`src/rtl/oled_text_scheduler.sv`:
```
// Four-way scheduler for the OLED controller's write/update ports: captures one 16-char
// row, issues 16 character writes, then one non-clearing update. Define OLED_SCHED_RR_EN for round-robin.
module oled_text_scheduler #(
  parameter int ROW_CHARS = 16
) (
  input  logic                      clk,
  input  logic                      rst,
  input  logic [3:0]                req,
  input  logic [4*8*ROW_CHARS-1:0]  row_text,
  output logic [3:0]                ack,
  output logic                      busy,
  output logic [1:0]                cur_row,
  output logic                      write_start,
  output logic [8:0]                write_base_addr,
  output logic [7:0]                write_ascii_data,
  input  logic                      write_ready,
  output logic                      update_start,
  output logic                      update_clear,
  input  logic                      update_ready
);

  localparam int ROW_BITS = 8 * ROW_CHARS;

  typedef enum logic [2:0] {IDLE, WR, WWAIT, UPD, UWAIT} state_t;

  state_t              state_q, state_d;
  logic [3:0]          col;
  logic [ROW_BITS-1:0] text_q;
  logic [1:0]          winner;
  logic                grant, issue_wr, next_col, issue_upd, done;

  assign update_clear = 1'b0;

`ifdef OLED_SCHED_RR_EN
  logic [1:0] rr_ptr;
  logic [1:0] probe;

  // Walk from farthest to nearest so the row just after the last grant wins.
  always_comb begin
    winner = 2'd0;
    probe  = 2'd0;
    for (int k = 4; k >= 1; k--) begin
      probe = rr_ptr + 2'(k);
      if (req[probe]) winner = probe;
    end
  end

  always_ff @(posedge clk) begin
    if (rst)        rr_ptr <= 2'd3;
    else if (grant) rr_ptr <= winner;
  end
`else
  always_comb begin
    winner = 2'd0;
    for (int k = 3; k >= 0; k--) begin
      if (req[k]) winner = 2'(k);
    end
  end
`endif

  always_ff @(posedge clk) begin
    if (rst) state_q <= IDLE;
    else     state_q <= state_d;
  end

  // NOTE: every signal gets a default before the case so no path leaves one unassigned (no latches).
  always_comb begin
    state_d   = state_q;
    grant     = 1'b0;
    issue_wr  = 1'b0;
    next_col  = 1'b0;
    issue_upd = 1'b0;
    done      = 1'b0;
    unique case (state_q)
      IDLE: if (|req) begin
        grant   = 1'b1;
        state_d = WR;
      end
      WR: if (write_ready) begin
        issue_wr = 1'b1;
        state_d  = WWAIT;
      end
      WWAIT: if (write_ready) begin
        if (col == 4'(ROW_CHARS - 1)) begin
          state_d = UPD;
        end else begin
          next_col = 1'b1;
          state_d  = WR;
        end
      end
      UPD: if (update_ready) begin
        issue_upd = 1'b1;
        state_d   = UWAIT;
      end
      UWAIT: if (update_ready) begin
        done    = 1'b1;
        state_d = IDLE;
      end
      default: state_d = IDLE;
    endcase
  end

  // NOTE: sequential state uses non-blocking assignments so every register sees pre-edge values.
  always_ff @(posedge clk) begin
    if (rst) begin
      ack              <= '0;
      busy             <= 1'b0;
      cur_row          <= '0;
      col              <= '0;
      write_start      <= 1'b0;
      write_base_addr  <= '0;
      write_ascii_data <= '0;
      update_start     <= 1'b0;
    end else begin
      ack          <= '0;
      write_start  <= issue_wr;
      update_start <= issue_upd;
      if (grant) begin
        ack     <= 4'b0001 << winner;
        busy    <= 1'b1;
        cur_row <= winner;
        col     <= '0;
      end
      if (issue_wr) begin
        write_base_addr  <= {cur_row, col, 3'b000};
        write_ascii_data <= text_q[{~col, 3'b000} +: 8];
      end
      if (next_col) col  <= col + 4'd1;
      if (done)     busy <= 1'b0;
    end
  end

  // NOTE: the text buffer has no reset; it is always loaded at grant before any write reads it.
  always_ff @(posedge clk) begin
    if (grant) text_q <= row_text[winner * ROW_BITS +: ROW_BITS];
  end

endmodule

```
`config.mk`:
```
export PLATFORM = sky130hd
export DESIGN_NAME = oled_text_scheduler
export DESIGN_NICKNAME = d
export VERILOG_FILES = /design/src/rtl/oled_text_scheduler.sv
export SDC_FILE = /design/constraint.sdc
export NUM_CORES = 1
export LEC_CHECK = 0
export CAP_MARGIN = 20
export CORE_AREA = 2 2 210 212
export CTS_CLUSTER_SIZE = 30
export DETAILED_ROUTE_END_ITERATION = 7
export DIE_AREA = 0 0 212 214
export HOLD_SLACK_MARGIN = 0.06
export PLACE_DENSITY = 0.61
export RECOVER_POWER = 100
export SLEW_MARGIN = 0
export SYNTH_ARGS = -nofsm -noshare
export SYNTH_HDL_FRONTEND = slang
export SYNTH_SLANG_ARGS = --single-unit
export TNS_END_PERCENT = 10
```
`constraint.sdc`:
```
create_clock -name clk -period 14 [get_ports clk]
set_input_delay 2.8 -clock clk [delete_from_list [all_inputs] [get_ports clk]]
set_output_delay 2.8 -clock clk [all_outputs]
set_load 0.02 [all_outputs]
```
After elaboration in Yosys (flattened, before gate mapping)
Cells that the tools add are included.
- register bits: 158
- bits of input ports: 520
- output and inout port bits: 27
- logic and storage cells: 56
- add/subtract/negate cells: 1
- equal/unequal tests: 10
- shift-type cells: 3
- muxes and demuxes: 22
- bitwise logic cells: 3
- reductions and logical operators: 7
- operators with widths (cell ; number):
    512-bit by 10-bit variable part select with 128-bit output ; 1
    128-bit by 8-bit variable part select with 8-bit output ; 1
    3-bit 2-to-1 mux ; 5
    3-bit one-hot mux with 5 select lines ; 1
    2-bit 2-to-1 mux ; 5
    2-bit != test (second input constant) ; 5
    1-bit 2-to-1 mux ; 9
    4-bit 2-to-1 mux ; 2
    3-bit by 2-bit == test with 1-bit output (second input constant) ; 2
    2-bit OR reduction ; 3
    5-bit AND reduction ; 1
    4-bit by 1-bit adder with 4-bit output (second input constant) ; 1
    4-bit == test (second input constant) ; 1
    4-bit NOT ; 1
    4-bit OR reduction ; 1
    1-bit by 2-bit left shift with 4-bit output (first input constant) ; 1
    3-bit by 1-bit == test with 1-bit output (second input constant) ; 1
    3-bit == test (second input constant) ; 1
    3-bit logical NOT ; 1
    1-bit NOT ; 2
    2-bit nonzero test ; 1

Longest topological paths before layout
- depth in word-level cells: 5
- gate-level depth with buffers: 6
- depth with buffers taken out: 5

Worst setup path after synthesis
OpenSTA, ideal clock, no wires.
- path kind: in2reg
- from: input req[2]
- to: register text_q[0], enable pin
- library setup time: 0.481 ns
- arrival: 5.908 ns
- data required time: 13.519 ns
- slack: 7.611 ns
- stages: 4
- path buffers: 1
- cells stage by stage: nor4_1 or4_1 buf_2 inv_1
- word-level cells in the longest chain between the ends: 3
- RTL lines (item ; line ; RTL):
    from (decl) ; 8 ; input logic [3:0] req,
    4-bit OR reduction ; 75 ; IDLE: if (|req) begin
    1-bit 2-to-1 mux ; 75 ;
    1-bit 2-to-1 mux ; 74 ; unique case (state_q)
    net grant ; 30 ; logic grant, issue_wr, next_col, issue_upd, done;
    to (signal assigned) ; 135 ; if (grant) text_q <= row_text[winner * ROW_BITS +: ROW_BITS];
    to (decl) ; 28 ; logic [ROW_BITS-1:0] text_q;
The timed path passes the listed nets, and every way through them passes these cells.
A chain may end at the register's enable or synchronous reset.

Worst setup path after layout
- from: input req[0]
- to: register text_q[105] (data pin)
- word-level cells in the longest chain between the ends: 2
- RTL lines (item ; line ; RTL):
    2-bit 2-to-1 mux ; 56 ; if (req[k]) winner = 2'(k);
    512-bit by 10-bit variable part select with 128-bit output ; 135 ;
Every way passes these cells.

==> results.txt <==
- Count of distinct cell types in the synthesized netlist: 47
* CP Max Fanout: 66
- The area growth from synthesis to layout is 68.4%.
- Worst relative slew slack: -201%
- Post-CTS Hold Buffers: 0
- A synthesized cell averages 19.0 um2.
* Summed negative setup slack over all endpoints: 0 ns
- Number of gates resized after CTS: 0
* Vert. Die Dim: 214 um
* Type of origin of the critical path: input port
- The number of clock buffers added by TritonCTS is 17.
- Routability-driven placement finished with a final weighted congestion of 0.885.
- The cell sitting at the root of the clock tree is a clkbuf_16.
* Cell Area, Placed: 15,100 um2
* Mapped Cells: 490
* Count of state elements after synthesis: 158
- During placement, the flow inserted port buffers numbering 542.
* Drt wl/cell: 24.8 um
- After detailed routing, the number of remaining DRC violations is 0.
* DPL Wire Length: 31,400 um
- Via-to-Cell Ratio: 4.55
* Setup violators final: 0
* Initial Utilization: 21.7%
- At the later pin of the worst-skew pair, clock insertion delay measures 0.44 ns.
- The number of antenna violations at the first check in global routing was 5.
- Across the routed clock network, the largest skew measured is 0.0113 ns.
* Proportion of synthesized chip area in sequential cells: 47.7%
- Worst Path Class, Setup: in -> reg
- Utilization after layout: 36.6%
- The final count of hold timing violations came to 0.
- In this run the deepest clock path goes through 2 buffers.
* Setup repair after global routing missed its margin: false
* Clock edge transition at the registers on the reported setup and hold paths: 0.07 ns
- Setup bufs post-CTS: 0
- Worst Max-Slew Pin Slew: 4.52 ns
- Sequential cell area: 4450 um2
- The critical path goes through dlygate4sd3_1 -> nor2_1 -> o21a_1 -> clkbuf_1 -> mux4_2.
- Outcome: finished, violations left
- The finished cells cover 15,700 um2.
* CP Buf/Inv Count: 2
* Category of cells accounting for the largest share of critical-path delay: buffers and inverters
* Total number of nets in the final design: 1,532
- Type of the worst min-delay path: reg -> reg
- The die covers 45,400 um2.
- STA classifies the critical path endpoint as a flip-flop.
* Count of warnings emitted by yosys: 0
- CTS saw 158 sinks.
* Slowest stage cell on the critical path: clkbuf_1
- For this run, the detailed router's first-pass iteration total came to 4.
- Summed over all cells, the static leakage comes to 5.20 nW.
* Global Route Usage Sum: 17.7%
- Max-slew violations: 317
- Largest vdd supply drop: 0.0000588 V
* Critical Path AT: 9.70 ns
* Max-cap violation count: 6
- I/O pin cnt: 547
- Violated checks: capacitance limit, slew limit
- Largest net degree at the start of global routing: 76
- TritonCTS clock tree: yes
- The clock tree synthesis step divided the H-tree into 4 levels.
- Achievable clock frequency: 106 MHz
- DRT Wirelength: 40,000 um
- Delay of the slowest cell on the worst path: 2.86 ns
* DIE WIDTH: 212 um
* Post-route minimum period: 9.43 ns
* DRT iter0 DRCs: 393
- Global-route wire length before repair: 56,800 um
- Area of the mapped netlist: 9310 um2
* Multi-input gate area: 4400 um2
* Layout cells sized above 1: 19.7%
- Post-route antenna net violation count: 0
- The core region is 42,900 um2.
* Fillcell total: 4,123
- The floorplan has 76 rows.
- The via count of the first global-routing pass came to 8,150.
- At the worst endpoint, the required time is 14.27 ns.
* Power Density: 89.7 nW/um2
* Grt total ovfl: 0
- Summing over every cut layer, the via total after detailed routing is 7,332.
- Fraction of the cycle the final worst path needs: 67.3%
## synthesized netlist by cell type (all sizes together)
| library cell | n | area, um2 |
|---|---|---|
| a211oi | 1 | 7.51 |
| a21oi | 13 | 65.1 |
| a22oi | 1 | 7.51 |
| a2bb2oi | 1 | 8.76 |
| a311oi | 2 | 17.5 |
| a31oi | 1 | 6.26 |
| and2 | 1 | 6.26 |
| buf | 43 | 420 |
| clkbuf | 9 | 33.8 |
| conb | 1 | 3.75 |
| dfxtp | 30 | 601 |
| edfxtp | 128 | 3840 |
| ha | 1 | 12.5 |
| inv | 4 | 15.0 |
| mux2i | 20 | 200 |
| mux4 | 159 | 3580 |
| nand2 | 18 | 67.6 |
| nand2b | 2 | 12.5 |
| nand3 | 6 | 30.0 |
| nand3b | 8 | 60.1 |
| nand4bb | 2 | 22.5 |
| nor2 | 7 | 26.3 |
| nor2b | 2 | 20.0 |
| nor3 | 4 | 25.0 |
| nor4 | 3 | 18.8 |
| nor4b | 2 | 23.8 |
| nor4bb | 1 | 10.0 |
| o211ai | 1 | 7.51 |
| o21a | 1 | 7.51 |
| o21ai | 1 | 5.00 |
| o21ba | 1 | 10.0 |
| o21bai | 2 | 26.3 |
| o221ai | 7 | 61.3 |
| o22ai | 1 | 6.26 |
| o31ai | 1 | 7.51 |
| or2 | 1 | 6.26 |
| or3 | 1 | 6.26 |
| or4 | 2 | 15.0 |
| xor2 | 1 | 8.76 |
## path summary, 6_finish.rpt
path | from | cells past startpoint | end | slack, ns
setup / recovery | req[0] | 5 | text_q[105]$_DFFE_PP_ | 4.57
setup reg to reg | state_q[1]$_SDFFE_PP0P_ | 3 | text_q[68]$_DFFE_PP_ | 7.33
hold reg to reg | write_base_addr[4]$_SDFFE_PP0P_ | 2 | write_base_addr[4]$_SDFFE_PP0P_ | 0.45
hold / removal | write_base_addr[4]$_SDFFE_PP0P_ | 2 | write_base_addr[4]$_SDFFE_PP0P_ | 0.45
## worst min-delay path, delay by kind of cell (launching register included)
kind	cells	cell delay, ns
flip-flops	1	0.31
AND/OR/NAND/NOR	1	0.05
AO/OA/AOI/OAI	1	0.05
## report_power, final
part           switching, mW  internal (mW)  total [mW]  leakage [nW]
sequential            0.0216          0.585       0.606          1.50
combinational          0.106          0.223       0.329          3.41
clock                  0.201          0.271       0.472         0.288
total                  0.329           1.08        1.41          5.20
## metrics by stage
step / instances / worst slack [ns] / hold WS (ns) / power, mW
floorplan: 493 / 7.61 / 0.533 / 0.751
global placement: 1576 / 7.69 / 0.444 / 0.938
detailed placement: 1576 / 7.65 / 0.450 / 0.941
CTS: 1608 / 8.13 / 0.460 / 1.42
global route: 1611 / 4.14 / 0.483 / 1.47
finish: 1612 / 4.57 / 0.453 / 1.41
## cells in the final DEF, fill, tap and decap left out, drive strengths merged, types with 2 or more instances in the layout
| cell | instances |
|---|---|
| dlygate4sd3 | 28 |
| conb | 4 |
| nor4 | 3 |
| clkinv | 2 |
| nor3 | 4 |
| clkinvlp | 2 |
| inv | 4 |
| nor2b | 2 |
| edfxtp | 128 |
| o221ai | 7 |
| a21oi | 13 |
| nor2 | 7 |
| dfxtp | 30 |
| a311oi | 2 |
| nand4bb | 2 |
| o21bai | 2 |
| or4 | 2 |
| nor4b | 2 |
| clkbuf | 32 |
| mux2i | 20 |
| mux4 | 159 |
| buf | 5 |
| nand2b | 2 |
| clkdlybuf4s50 | 514 |
| nand2 | 18 |
| nand3 | 6 |
| nand3b | 8 |
| diode | 3 |
## cells by family after synthesis
family                     count (synthesis)  synth area share, %
adders and majority gates                  1                0.134
buffers and inverters                     56                 5.04
other                                      1               0.0403
and+or+nand+nor                           60                 3.76
DFF                                      158                 47.7
muxes                                    179                 40.6
xor gates and xnor gates                   1               0.0941
AOI/OAI and AO/OA                         34                 2.62
## sequential cells by signal, indices dropped and copies added (netlist names)
register	count
text_q	128
write_ascii_data	8
write_base_addr	6
ack	4
col	4
state_q	3
cur_row	2
busy	1
update_start	1
write_start	1
## per-layer routing
| layer | vias up | global-route usage (%) | wire length [um] |
|---|---|---|---|
| met4 | 0 | 3.99 | 431 |
| met5 | - | 0 | 0 |
| met3 | 26 | 3.50 | 2200 |
| li1 | 3203 | - | - |
| met1 | 3796 | 21.8 | 16200 |
| met2 | 307 | 31.6 | 21100 |
## cell type report
cell class | count | share of cell area, %
timing repair buffer | 551 | 35.0
clock buffer | 28 | 3.56
multi-input combinational | 279 | 28.1
clock inverter | 4 | 0.152
inverter | 4 | 0.104
antenna | 3 | 0.0479
sequential | 158 | 28.4
tap | 585 | 4.67
(Power assumes the default switching activity.)
